==> config.mk <==
export PLATFORM = sky130hd
export DESIGN_NAME = param_datapath
export DESIGN_NICKNAME = d
export VERILOG_FILES = /design/src/rtl/param_datapath.sv
export SDC_FILE = /design/constraint.sdc
export NUM_CORES = 2
export LEC_CHECK = 0
export BUFFER_PORTS_ARGS = -buffer_cell sky130_fd_sc_hd__clkbuf_2
export CORE_MARGIN = 2
export CORE_UTILIZATION = 35
export CTS_CLUSTER_SIZE = 20
export DETAILED_ROUTE_END_ITERATION = 10
export GPL_ROUTABILITY_DRIVEN = 0
export SLEW_MARGIN = 20
export SYNTH_ARGS = -nofsm -noshare
export SYNTH_HDL_FRONTEND = slang
export SYNTH_SLANG_ARGS = --single-unit
==> constraint.sdc <==
create_clock -name clock -period 6.55 [get_ports clock]
set_clock_uncertainty 0.05 [all_clocks]
set_input_delay 0.3275 -clock clock [delete_from_list [all_inputs] [get_ports clock]]
set_output_delay 0.3275 -clock clock [all_outputs]
set_load 0.05 [all_outputs]
==> src/rtl/param_datapath.sv <==
// Register file of NREGS x WIDTH with a PC register, a single-cycle ALU and a
// shift-add multiplier sequenced by a two-state FSM (issue/busy/done handshake).
module param_datapath #(
  parameter int WIDTH  = 16,
  parameter int NREGS  = 16,
  parameter int PC_REG = 0,
  parameter int SELW   = $clog2(NREGS),
  parameter int SHW    = $clog2(WIDTH)
) (
  input  logic                   clock,
  input  logic                   resetn,
  input  logic                   program_counter_increment,
  input  logic                   issue,
  input  logic [3:0]             alu_op,
  input  logic [SELW-1:0]        alu_a_select,
  input  logic [SELW-1:0]        alu_b_select,
  input  logic                   alu_a_source,
  input  logic                   alu_b_source,
  input  logic [WIDTH-1:0]       alu_a_altern,
  input  logic [WIDTH-1:0]       alu_b_altern,
  input  logic [SELW-1:0]        alu_out_select,
  input  logic [1:0]             alu_load_src,
  output logic                   busy,
  output logic                   done,
  output logic [WIDTH-1:0]       alu_output,
  output logic [4:0]             flags,
  output logic [NREGS*WIDTH-1:0] registers
);

  localparam logic [3:0] OP_PASS = 4'd0;
  localparam logic [3:0] OP_ADD  = 4'd1;
  localparam logic [3:0] OP_SUB  = 4'd2;
  localparam logic [3:0] OP_AND  = 4'd3;
  localparam logic [3:0] OP_OR   = 4'd4;
  localparam logic [3:0] OP_XOR  = 4'd5;
  localparam logic [3:0] OP_SHL  = 4'd6;
  localparam logic [3:0] OP_SHR  = 4'd7;
  localparam logic [3:0] OP_SRA  = 4'd8;
  localparam logic [3:0] OP_MUL  = 4'd9;

  localparam logic [1:0] LD_ALU = 2'b01;
  localparam logic [1:0] LD_B   = 2'b10;

  typedef enum logic {S_IDLE, S_MUL} state_t;

  state_t             state_q;
  logic [WIDTH-1:0]   regs_q [NREGS];
  logic [WIDTH-1:0]   alu_output_q;
  logic [4:0]         flags_q;
  logic               done_q;

  // Multiplier operands are captured at accept so input changes cannot disturb it.
  logic [2*WIDTH-1:0] mul_acc_q;
  logic [2*WIDTH-1:0] mul_a_q;
  logic [WIDTH-1:0]   mul_b_q;
  logic [WIDTH-1:0]   mul_bop_q;
  logic [SELW-1:0]    mul_dst_q;
  logic [1:0]         mul_ld_q;
  logic [SHW-1:0]     mul_cnt_q;

  logic [2*WIDTH-1:0] mul_acc_d;
  logic [WIDTH-1:0]   mul_res;
  logic               mul_hi;
  logic               mul_last;

  logic [WIDTH-1:0]   op_a;
  logic [WIDTH-1:0]   op_b;
  logic [SHW-1:0]     shamt;
  logic [WIDTH:0]     sum_ext;
  logic [WIDTH-1:0]   alu_res;
  logic               alu_c;
  logic               alu_v;
  logic               alu_err;

  assign op_a  = alu_a_source ? alu_a_altern : regs_q[alu_a_select];
  assign op_b  = alu_b_source ? alu_b_altern : regs_q[alu_b_select];
  assign shamt = op_b[SHW-1:0];

  always_comb begin
    alu_res = '0;
    alu_c   = 1'b0;
    alu_v   = 1'b0;
    alu_err = 1'b0;
    sum_ext = '0;
    case (alu_op)
      OP_PASS: alu_res = op_a;
      OP_ADD: begin
        sum_ext = {1'b0, op_a} + {1'b0, op_b};
        alu_res = sum_ext[WIDTH-1:0];
        alu_c   = sum_ext[WIDTH];
        alu_v   = (op_a[WIDTH-1] == op_b[WIDTH-1]) && (alu_res[WIDTH-1] != op_a[WIDTH-1]);
      end
      OP_SUB: begin
        // The extra top bit of the widened difference is the borrow.
        sum_ext = {1'b0, op_a} - {1'b0, op_b};
        alu_res = sum_ext[WIDTH-1:0];
        alu_c   = sum_ext[WIDTH];
        alu_v   = (op_a[WIDTH-1] != op_b[WIDTH-1]) && (alu_res[WIDTH-1] != op_a[WIDTH-1]);
      end
      OP_AND:  alu_res = op_a & op_b;
      OP_OR:   alu_res = op_a | op_b;
      OP_XOR:  alu_res = op_a ^ op_b;
      OP_SHL:  alu_res = op_a << shamt;
      OP_SHR:  alu_res = op_a >> shamt;
      OP_SRA:  alu_res = $signed(op_a) >>> shamt;
      OP_MUL:  alu_res = '0;
      default: alu_err = 1'b1;
    endcase
  end

  assign mul_acc_d = mul_acc_q + (mul_b_q[0] ? mul_a_q : '0);
  assign mul_res   = mul_acc_d[WIDTH-1:0];
  assign mul_hi    = |mul_acc_d[2*WIDTH-1:WIDTH];
  assign mul_last  = (mul_cnt_q == SHW'(WIDTH - 1));

  always_ff @(posedge clock or negedge resetn) begin
    if (!resetn) begin
      for (int r = 0; r < NREGS; r++) regs_q[r] <= '0;
      state_q      <= S_IDLE;
      alu_output_q <= '0;
      flags_q      <= '0;
      done_q       <= 1'b0;
      mul_acc_q    <= '0;
      mul_a_q      <= '0;
      mul_b_q      <= '0;
      mul_bop_q    <= '0;
      mul_dst_q    <= '0;
      mul_ld_q     <= '0;
      mul_cnt_q    <= '0;
    end else begin
      done_q <= 1'b0;
      case (state_q)
        S_IDLE: begin
          if (program_counter_increment)
            regs_q[PC_REG] <= regs_q[PC_REG] + WIDTH'(1);
          if (issue) begin
            if (alu_op == OP_MUL) begin
              state_q   <= S_MUL;
              mul_acc_q <= '0;
              mul_a_q   <= {{WIDTH{1'b0}}, op_a};
              mul_b_q   <= op_b;
              mul_bop_q <= op_b;
              mul_dst_q <= alu_out_select;
              mul_ld_q  <= alu_load_src;
              mul_cnt_q <= '0;
            end else begin
              alu_output_q <= alu_res;
              flags_q      <= {alu_err, alu_c, alu_v, alu_res == '0, alu_res[WIDTH-1]};
              done_q       <= 1'b1;
              // Placed after the PC increment so a write-back to PC_REG wins.
              if (!alu_err) begin
                if (alu_load_src == LD_ALU) regs_q[alu_out_select] <= alu_res;
                else if (alu_load_src == LD_B) regs_q[alu_out_select] <= op_b;
              end
            end
          end
        end
        S_MUL: begin
          mul_acc_q <= mul_acc_d;
          mul_a_q   <= mul_a_q << 1;
          mul_b_q   <= mul_b_q >> 1;
          mul_cnt_q <= mul_cnt_q + SHW'(1);
          if (mul_last) begin
            state_q      <= S_IDLE;
            alu_output_q <= mul_res;
            flags_q      <= {1'b0, mul_hi, mul_hi, mul_res == '0, mul_res[WIDTH-1]};
            done_q       <= 1'b1;
            if (mul_ld_q == LD_ALU) regs_q[mul_dst_q] <= mul_res;
            else if (mul_ld_q == LD_B) regs_q[mul_dst_q] <= mul_bop_q;
          end
        end
        default: state_q <= S_IDLE;
      endcase
    end
  end

  assign busy       = (state_q == S_MUL);
  assign done       = done_q;
  assign alu_output = alu_output_q;
  assign flags      = flags_q;

  for (genvar gi = 0; gi < NREGS; gi++) begin : g_flat
    assign registers[gi*WIDTH +: WIDTH] = regs_q[gi];
  end

endmodule

==> impl_metrics.json <==
{
  "grt_usage_pct": 30.12,
  "fp.coreArea_um2": 81720,
  "insertion_delay_ns": 0.64,
  "die_area_um2": 84360,
  "synth.ff_latch_count": 384,
  "nFillCells": 8323,
  "vias": 30155,
  "nNetsFinal": 3700,
  "p_leak_nw": 14.03,
  "synth_top_family_by_area": "compound AO/OA/AOI/OAI gates",
  "wire_per_inst_um": 28.34,
  "cts_tree": "yes",
  "clock.fmax_ghz": 0.1679,
  "path_max_fanout": 16,
  "netlist_area_um2": 28720,
  "cts_buffers": 47,
  "grt_setup_unrepaired": "no",
  "grt_pass1_wl_um": 192700,
  "r2r_cells": 21,
  "htreeDepth": 2,
  "clkTransAtPathRegs_ns": 0.06,
  "finalHoldViolations": 0,
  "hp-start": "alu_out_select[0]",
  "min_period_ns": 5.956,
  "hold_path_class": "primary input to flip-flop",
  "cp-start-kind": "flip-flop",
  "dp_hpwl_um": 98450,
  "antenna_found_initial": 3,
  "numPortBuffers": 334,
  "placed_area_um2": 31720,
  "syn-num-nets": 3465,
  "power.density_nw_per_um2": 485.7,
  "relSlewSlack_pct": 18.03,
  "maxCapViolations": 0,
  "io_pins": 335,
  "r2r_start": "registers[0]$_DFFE_PN0P_",
  "tns_ns": 0,
  "synth_ff_type": "dfrtp_1",
  "numClockSinks": 384,
  "endpoint_kind": "flip-flop",
  "dr.pass1.iters": 6,
  "worst_pin_slew_ns": 1.226,
  "rows": 105,
  "ff2ff_setup_slack_ns": 0.59,
  "finalWirelength_um": 132100,
  "cts_root_buf": "clkbuf_16",
  "worstSetupPathType": "flip-flop to flip-flop",
  "drive_gt1_share_pct": 21.26,
  "stdcell_area_um2": 33370,
  "avgSynthCellArea_um2": 8.650,
  "drc": 0,
  "start_util_pct": 35.14,
  "synth_simple_gate_area_share_pct": 16.22,
  "synth-compound-area-share_pct": 25.91,
  "area_growth_pct": 16.19,
  "synth_fa_ha_area_share_pct": 3.956,
  "synthCells": 3320,
  "grt_pass1_vias": 28116,
  "vias_per_cell": 6.471,
  "worstHoldEndpoint": "mul_dst_q[0]$_DFFE_PN0P_",
  "fin_crit_sh_pct": 90.93,
  "setup_viol": 0,
  "ir_drop_mv": 0.5011,
  "synth_edf_count": 0,
  "grt_max_degree": 174,
  "die_w_um": 290.5,
  "post_cts_buffers": 0,
  "die_y_um": 290.5,
  "pre_cts_slack_ns": 0.3702,
  "status": "finished, final reports clean",
  "synth_xor_area_share_pct": 1.525,
  "min_path_cells": 3,
  "ant_nets": 0,
  "grt-ovfl-total": 0,
  "ys_types": 94,
  "cts_buffer_depth": 3,
  "critical_path_arrival_ns": 6.42,
  "finish.utilization_pct": 40.83,
  "yosysSeqAreaShare_pct": 33.46,
  "ys_warn_count": 0,
  "slew_violations": 0,
  "finalWorstSetupSlack_ns": 0.5939,
  "reg2reg_to": "registers[126]$_DFFE_PN0P_",
  "cp.required_ns": 7.01,
  "drt_iter0_markers": 4393,
  "muxShareOfSynthArea_pct": 13.56,
  "async_reset_ff_share_pct": 100.0
}
-- synthesized netlist by cell type, drive strengths merged, types with 70 or more instances --
| master | number | area (µm²) |
|---|---|---|
| o21ai | 268 | 1353 |
| nor2 | 379 | 1425 |
| mux2i | 100 | 1038 |
| mux4 | 114 | 2575 |
| dfrtp | 384 | 9609 |
| ha | 86 | 1076 |
| nand2 | 409 | 1538 |
| a21oi | 324 | 1625 |
| clkbuf | 177 | 664.4 |
| a22oi | 150 | 1131 |
| inv | 70 | 265.3 |
| buf | 96 | 614.3 |
-- cells in the final DEF, fill, tap and decap left out, types with 18 or more instances in the layout --
cell       instances
a21o_1            21
a21oi_1          317
a221oi_1          18
a22oi_1          149
a31oi_1           24
a32oi_1           35
and2_1            39
buf_4            118
clkbuf_16         47
clkbuf_2         330
dfrtp_1          383
ha_1              86
inv_1             67
mux2_2            25
mux2i_1           95
mux4_2           112
nand2_1          406
nand2b_1          38
nand3_1           44
nor2_1           367
nor2b_1           27
nor3_1            39
o211ai_1          31
o21a_1            37
o21ai_0          249
o221ai_1          53
o22ai_1           42
xnor2_1           34
-- power breakdown --
group	internal, mW	total (mW)	switching [mW]
Clock	1.59	2.76	1.16
Sequential	3.26	4.60	1.35
Combinational	2.55	8.85	6.30
Total	7.40	16.2	8.81
-- registers in the layout (all words and copies together), names as in the netlist --
register    cells
alu_output     15
mul_bop_q      16
mul_dst_q       4
busy            1
mul_cnt_q       4
flags           5
registers     256
mul_b_q        16
mul_acc_q      32
mul_ld_q        2
done            1
mul_a_q        32
-- worst max-delay path: stages, from the launching register on --
cell and delay [ns]:
dfrtp_1 0.53, mux4_2 0.52, o22ai_1 0.23, nand2b_1 0.20, nand2_2 0.14, inv_4 0.12, ha_1 0.26, fa_1 0.44
o21bai_1 0.18, a21oi_1 0.15, o21ai_0 0.39, a211oi_1 0.19, nor4_1 0.35, o21ba_2 0.18, nor3_1 0.05, o32a_1 0.36
a2111oi_2 0.34, buf_4 0.21, a2bb2oi_2 0.22, buf_4 0.28, o22ai_1 0.12, mux2_2 0.30
-- routing by layer --
metal | share of wire (%) | track usage, % | vias to the layer above
met2 | 43 | 45.34 | 2347
met3 | 12 | 7.296 | 500
li1 | - | - | 12759
met5 | 0.020 | 0 | -
met1 | 38 | 39.79 | 14545
met4 | 6.6 | 16.63 | 4
-- layout make-up --
type	count	area [µm²]	area share, %
Sequential cell	384	9613	28.81
Antenna cell	1	2.502	0.007499
Tap cell	1070	1339	4.012
Clock buffer	65	1304	3.907
Timing Repair Buffer	459	2714	8.133
Inverter	70	265.3	0.7949
Multi-Input combinational cell	2593	17850	53.49
Clock inverter	18	281.5	0.8437
-- per-stage QoR --
step | hold slack [ns] | power, mW | cells
finish | 0.08433 | 16.21 | 4660
global route | 0.1003 | 16.79 | 4659
CTS | 0.04684 | 15.95 | 4658
detailed placement | 0.2565 | 13.17 | 4572
global placement | 0.2578 | 13.11 | 4572
floorplan | -0.01809 | 10.13 | 3320
-- how the worst max path moves through the flow --
stage | endpoint | slack (ns) | from
2_1_floorplan | registers[142]$_DFFE_PN0P_ | 0.76 | alu_b_select[1]
3_3_place_gp | registers[126]$_DFFE_PN0P_ | 0.51 | alu_b_select[0]
3_5_place_dp | registers[222]$_DFFE_PN0P_ | 0.37 | alu_b_select[0]
4_1_cts | registers[222]$_DFFE_PN0P_ | 0.77 | registers[0]$_DFFE_PN0P_
5_1_grt | registers[254]$_DFFE_PN0P_ | 0.30 | registers[0]$_DFFE_PN0P_
6_report | registers[126]$_DFFE_PN0P_ | 0.59 | registers[0]$_DFFE_PN0P_
-- repair_timing --
| item | 4_1_cts | 5_1_grt |
|---|---|---|
| endpoints found under the hold margin | 60 | 0 |
| hold buffers | 3 | 0 |
| resized for setup | 0 | 0 |
-- logic make-up after synthesis --
logic type | after synthesis
compound gates | 1151
flops | 384
buf+inv | 343
mux | 239
simple gates | 1064
fa+ha+maj | 89
xor+xnor | 50
No activity file was read; power rests on OpenSTA's default activity.
